===== src/rtl/sfifo_sync.sv =====
// Single-clock first-word-fall-through FIFO with level, almost-full and sticky
// overflow/underflow status between the servo command stream and its reader.
module sfifo_sync #(
    parameter int unsigned DW       = 16,
    parameter int unsigned AW       = 6,
    parameter int unsigned AFULL_TH = 56
) (
    input  logic          clk_i,
    input  logic          rst_ni,
    input  logic          wr_i,
    input  logic [DW-1:0] din_i,
    output logic          full_o,
    output logic          afull_o,
    input  logic          rd_i,
    output logic          empty_o,
    output logic [DW-1:0] dout_o,
    output logic [AW:0]   level_o,
    input  logic          clr_err_i,
    output logic          ovf_o,
    output logic          udf_o
);

    localparam int unsigned DEPTH = 1 << AW;
    localparam int unsigned LW    = AW + 1;

    logic [DW-1:0] mem [DEPTH];
    logic [AW-1:0] wr_ptr;
    logic [AW-1:0] rd_ptr;
    logic          rd_acc;
    logic          wr_acc;
    logic [LW-1:0] level_nxt;

    // A write at full is still accepted when a pop frees the head slot in the same cycle.
    always_comb begin
        rd_acc    = rd_i & ~empty_o;
        wr_acc    = wr_i & (~full_o | rd_acc);
        level_nxt = level_o;
        if (wr_acc && !rd_acc) begin
            level_nxt = level_o + LW'(1);
        end else if (!wr_acc && rd_acc) begin
            level_nxt = level_o - LW'(1);
        end
    end

    // Storage is deliberately left out of reset.
    always_ff @(posedge clk_i) begin
        if (wr_acc) begin
            mem[wr_ptr] <= din_i;
        end
    end

    always_ff @(posedge clk_i or negedge rst_ni) begin
        if (!rst_ni) begin
            wr_ptr  <= '0;
            rd_ptr  <= '0;
            level_o <= '0;
            empty_o <= 1'b1;
            full_o  <= 1'b0;
            afull_o <= 1'b0;
            ovf_o   <= 1'b0;
            udf_o   <= 1'b0;
        end else begin
            if (wr_acc) begin
                wr_ptr <= wr_ptr + AW'(1);
            end
            if (rd_acc) begin
                rd_ptr <= rd_ptr + AW'(1);
            end
            level_o <= level_nxt;
            empty_o <= (level_nxt == LW'(0));
            full_o  <= (level_nxt == LW'(DEPTH));
            afull_o <= (level_nxt >= LW'(AFULL_TH));
            // A fresh error outranks a clear in the same cycle.
            if (wr_i && !wr_acc) begin
                ovf_o <= 1'b1;
            end else if (clr_err_i) begin
                ovf_o <= 1'b0;
            end
            if (rd_i && empty_o) begin
                udf_o <= 1'b1;
            end else if (clr_err_i) begin
                udf_o <= 1'b0;
            end
        end
    end

    assign dout_o = empty_o ? '0 : mem[rd_ptr];

endmodule


===== config.mk =====
export PLATFORM = sky130hd
export DESIGN_NAME = sfifo_sync
export DESIGN_NICKNAME = d
export VERILOG_FILES = /design/src/rtl/sfifo_sync.sv
export SDC_FILE = /design/constraint.sdc
export NUM_CORES = 1
export LEC_CHECK = 0
export CAP_MARGIN = 20
export CORE_MARGIN = 4
export CORE_UTILIZATION = 55
export DETAILED_ROUTE_END_ITERATION = 10
export DONT_BUFFER_PORTS = 1
export PLACE_DENSITY = 0.76
export SLEW_MARGIN = 30
export SYNTH_ARGS = -nofsm -noshare
export SYNTH_HDL_FRONTEND = slang
export SYNTH_SLANG_ARGS = --single-unit

===== constraint.sdc =====
create_clock -name clk_i -period 2.85 [get_ports clk_i]
set_clock_uncertainty 0.1 [all_clocks]
set_input_delay 0 -clock clk_i [delete_from_list [all_inputs] [get_ports clk_i]]
set_output_delay 0 -clock clk_i [all_outputs]
set_load 0.01 [all_outputs]

# --- Word-level counts from Yosys, hierarchy flattened ---
# Memory sizes are Yosys's and may differ from the RTL's.
# Index checks and enable logic that the tools add are counted.
word_totals:
  in_bits: 21
  n_memories: 1
  out_inout_bits: 28
  ramBits: 1024
  reg_bits: 24
op_classes:
  eq_ne: 1
  bitwise_logic: 5
  n_addsub: 4
  order_cmp: 1
  n_reduce_logical: 9
  n_mux: 8
mem_list:
  columns: ["memory", "depth", "word_bits", "read_ports", "rd_clocked_by_memory_dff", "wr", "line_no", "text"]
  rows:
  - ["mem", 64, 16, 1, 0, 1, "26", "logic [DW-1:0] mem [DEPTH];"]
op_table:
  columns: ["cell", "count"]
  rows:
  - ["16-bit 2-to-1 mux", 1]
  - ["7-bit 2-to-1 mux", 2]
  - ["6-bit by 1-bit adder with 6-bit output, second input constant", 2]
  - ["7-bit by 1-bit adder with 7-bit output, second input constant", 1]
  - ["7-bit == test, second input constant", 1]
  - ["7-bit by 6-bit >= comparator with 1-bit output, second input constant", 1]
  - ["7-bit logical NOT", 1]
  - ["7-bit by 1-bit subtractor with 7-bit output, second input constant", 1]
  - ["1-bit 2-to-1 mux", 5]
  - ["1-bit logical AND", 4]
  - ["2-bit nonzero test", 2]
  - ["1-bit bitwise AND", 2]
  - ["1-bit logical NOT", 2]
  - ["1-bit NOT", 2]
  - ["1-bit bitwise OR", 1]

# --- Logic depth before layout (Yosys ltp) ---
depth:
  depth_word: 9
  mapped_depth: 9

# --- Worst setup path after synthesis ---
# Ideal clock, no wire load.
synth_path:
  kind: "flip-flop to flip-flop"
  from: "reg empty_o"
  to: "mem mem[62][0] (enable)"
  period_less_slack_ns: 2.651
  path_stages_with_launch: 7
  path_buffers: 1
  arrival_time_ns: 2.163
  setup_ns: 0.389
  path_slack_ns: 0.199
  cell_sequence: "dfstp_2 > nand2b_1 > buf_2 > a21boi_2 > and2b_1 > nand3_1 > nor2_1"
synth_via:
  elab_chain_len: 6
synth_lines:
  columns: ["item", "line_no", "text"]
  rows:
  - ["start: declaration", "15", "output logic empty_o,"]
  - ["start signal: assignment", "70", "empty_o <= (level_nxt == LW'(0));"]
  - ["1-bit NOT", "35", "rd_acc = rd_i & ~empty_o;"]
  - ["1-bit bitwise AND", "35", null]
  - ["1-bit bitwise OR", "36", "wr_acc = wr_i & (~full_o | rd_acc);"]
  - ["1-bit bitwise AND", "36", null]
  - ["1-bit 2-to-1 mux", "47", "if (wr_acc) begin"]
  - ["1-bit 2-to-1 mux (implied by the code)", "48", "mem[wr_ptr] <= din_i;"]
  - ["end: declaration", "26", null]
# Every way passes these cells.

# --- Worst setup path after layout ---
layout_path:
  from: "reg rd_ptr[1]"
  to: "out dout_o[14]"
layout_via:
  elab_chain_len: 2
layout_lines:
  columns: ["item", "line_no", "text"]
  rows:
  - ["start: declaration", "28", "logic [AW-1:0] rd_ptr;"]
  - ["start signal: assignment", "67", "rd_ptr <= rd_ptr + AW'(1);"]
  - ["memory read 64 x 16 bit", null, null]
  - ["16-bit 2-to-1 mux", "87", "assign dout_o = empty_o ? '0 : mem[rd_ptr];"]
  - ["end: declaration", "16", "output logic [DW-1:0] dout_o,"]
# Every way passes these cells.

==> out/results.ini <==
[timing]
tightest_slew_ns = 0.818
finalCritPeriodShare_pct = 109
slew_viol_final = 0
final-setup-viol-count = 16
setup_ws_ns = -0.244
period_minus_slack_ns = 3.09
relSlewSlack_pct = 45.3
setup_tns_ns = -3.28
rsz0062_at_grt = true
hold_violations = 0
max_freq_mhz = 323

[synth]
synth-edff-count = 1024
yosys.area.top_type = edfxtp_1
synth-main-ff-cell = edfxtp_1
ys_seq_area_share_pct = 76.8
synth_cells = 2010
synth-seq-cells = 1048
ys_async_sr_fraction_pct = 2.29
postSynthAreaPerCell_um2 = 20.3
synth_top_area_share_pct = 75.3
synth_area_leaders = edfxtp_1, mux4_2, mux2i_1, dfrtp_1, o21ai_0
yosys_warnings = 0
yosysUniqueCellTypes = 55
yosys-top-cells-count = edfxtp_1, mux2i_1, mux4_2
yosysMostFrequentCell = edfxtp_1
synthesis.nets = 2035
syn_area_um2 = 40800

[setup_path]
path_max_fanout = 13
worstSetupStartpointType = flop
crit_top_cell = buf_6
slowest_stage = dfrtp_4
worstPathArrival_ns = 2.99
max_stage_delay_ns = 0.49
worstPathCellList = buf_6 -> nand3b_1 -> buf_4 -> buf_12 -> buf_6 -> o22ai_2 -> a211oi_2 -> a21oi_2 -> a32o_2
crit_buf_inv = 4
worstPathRequired_ns = 2.75
path_delay_family = compound AO/OA/AOI/OAI gates
end_kind = primary output
crit_type = flop to primary output

[route]
wl_um = 107000
initialDrtViolationCount = 3220
drc = 0
via_per_inst = 6.71
antenna_left = 0
wire_per_inst_um = 32.4
vias = 22148
dr.pass1.iters = 5

[job]
drv_cap = 0

[power_and_ir_drop]
pwr-share-clk_pct = 26.8
pwr-share-comb_pct = 36.1
totalPowerFinal_mw = 48.7
p_leak_nw = 16.1
switching_share_pct = 32.9
p_seq_share_pct = 37.1
power_density_nw_per_um2 = 1000
power.internal_mw = 32.7
p_sw_mw = 16.0
peakVddDrop_mv = 0.568

[global_routing]
grt_max_degree = 65
grt_overflow_total = 0
grt_pass1_vias = 22014
grt.total_usage_pct = 26.9
antenna_found_initial = 4
grt_pass1_wl_um = 153000

[clock_tree]
clkTransAtPathRegs_ns = 0.07
clockBufferDepth = 3
cts_buffers = 97
clk-insertion-delay-late_ns = 0.65
clkSinkCount = 1048
cts-root-buf = clkbuf_16
htreeDepth = 3
cts_tree = yes

[die]
core-area_um2 = 73200
start_util_pct = 55.8
fp.dieH_um = 280
die_w_um = 280
num_rows = 99
die-area_um2 = 78600
pin_count = 49

[place]
gp_congestion = 0.883
hpwl_um = 57700
port_buffers = 0
post-place-cells = 3029

[layout]
stdcell_count = 3299
fillCellCount = 4372
syn_to_final_growth_pct = 18.8
fin_nets = 2282
drive_gt1_share_pct = 29.7

[run_status]
violations = negative setup slack
status = complete, but fails checks

[min_path]
hold_class = input pin to flop

power by group through the flow:
stage	Clock [mW]	Combinational (mW)	Sequential, mW
floorplan	0	8.71	18.1
global placement	0	13.3	18.4
detailed placement	0	13.5	18.4
CTS	13.1	15.9	18.1
global route	13.8	18.1	18.1
finish	13.1	17.6	18.1
cell usage in the layout (no fill, tap or decap), types with 8 or more instances in the layout:
cell,count
a21oi_2,20
o21ai_0,33
a21boi_0,9
buf_16,27
nand3_1,11
xnor2_1,9
o22ai_1,28
nor2_1,73
a221oi_1,24
a21oi_1,25
dlygate4sd3_1,24
mux2i_2,12
clkinv_1,21
nand2_1,17
o21ai_2,19
clkbuf_1,11
buf_6,21
mux4_2,160
a211oi_1,8
mux2i_1,207
o21ai_1,17
bufinv_16,11
buf_4,154
o221ai_1,26
a211oi_2,20
buf_12,32
bufbuf_16,8
a221oi_2,8
edfxtp_1,1024
dfrtp_1,18
clkinv_2,16
clkbuf_16,100
stage by stage:
stage,utilization [%],hold slack (ns),area [µm²],worst slack (ns)
4_1_cts,65.4,0.215,47900,-0.256
6_report,66.3,0.258,48500,-0.244
3_5_place_dp,58.7,-0.395,43000,-0.115
5_1_grt,66.3,0.271,48500,-0.314
2_1_floorplan,-,-0.396,40800,0.199
3_3_place_gp,58.7,-0.395,43000,-0.113
worst min-delay path: stages:
cell and delay, ns:
dlygate4sd3_1 0.74, a31oi_1 0.18, inv_1 0.06
registers in the layout, indices dropped and copies added, names as in the netlist:
signal   count
level_o      7
mem       1024
empty_o      1
rd_ptr       6
full_o       1
udf_o        1
wr_ptr       6
afull_o      1
ovf_o        1
cell type report:
class / count / area (µm²) / share of cell area (%)
multi-input combinational: 833 / 9350 / 19.3
inverter: 8 / 30.0 / 0.0619
antenna: 3 / 7.51 / 0.0155
timing repair buffer: 269 / 3340 / 6.89
clock inverter: 66 / 662 / 1.36
sequential: 1048 / 31400 / 64.7
clock buffer: 113 / 2550 / 5.25
tap: 959 / 1200 / 2.47
kinds of logic (layout without fill, tap and decap cells):
logic type	Yosys count	in the layout	synth area share [%]
compound gates	286	286	4.72
simple gates	148	148	1.75
xor+xnor	10	10	0.215
mux	385	385	14.4
fa+ha+maj	4	4	0.123
buf+inv	129	456	2.03
flops	1048	1048	76.8
other cells	0	3	0
metal layers:
| metal | wire (µm) | part of all wire (%) | GRT usage [%] |
|---|---|---|---|
| met1 | 38800 | 36 | 37.6 |
| met5 | 0 | 0 | 0 |
| met4 | 3860 | 3.6 | 9.64 |
| met2 | 51300 | 48 | 42.2 |
| met3 | 13000 | 12 | 6.42 |
final timing paths:
check | startpoint | endpoint | slack, ns | depth (start not counted)
max reg2reg | empty_o$_DFF_PN1_ | mem[58][12]$_DFFE_PP_ | 0.14 | 6
max in group asynchronous | rst_ni | empty_o$_DFF_PN1_ | 2.10 | 4
min reg2reg | rd_ptr[5]$_DFFE_PN0P_ | rd_ptr[5]$_DFFE_PN0P_ | 0.44 | 1
min in group asynchronous | rst_ni | afull_o$_DFF_PN0_ | 0.32 | 4
min | wr_i | level_o[1]$_DFF_PN0_ | 0.26 | 3
max | rd_ptr[1]$_DFFE_PN0P_ | dout_o[14] | -0.24 | 9
what timing repair did:
action	4_1_cts	5_1_grt
hold buffers	42	0
cloned	10	2
pin swaps	7	11
setup endpoints to repair	16	16
hold endpoints to repair	1071	0
setup buffers	20	15
gates resized for setup	121	99
(Power assumes the default switching activity.)
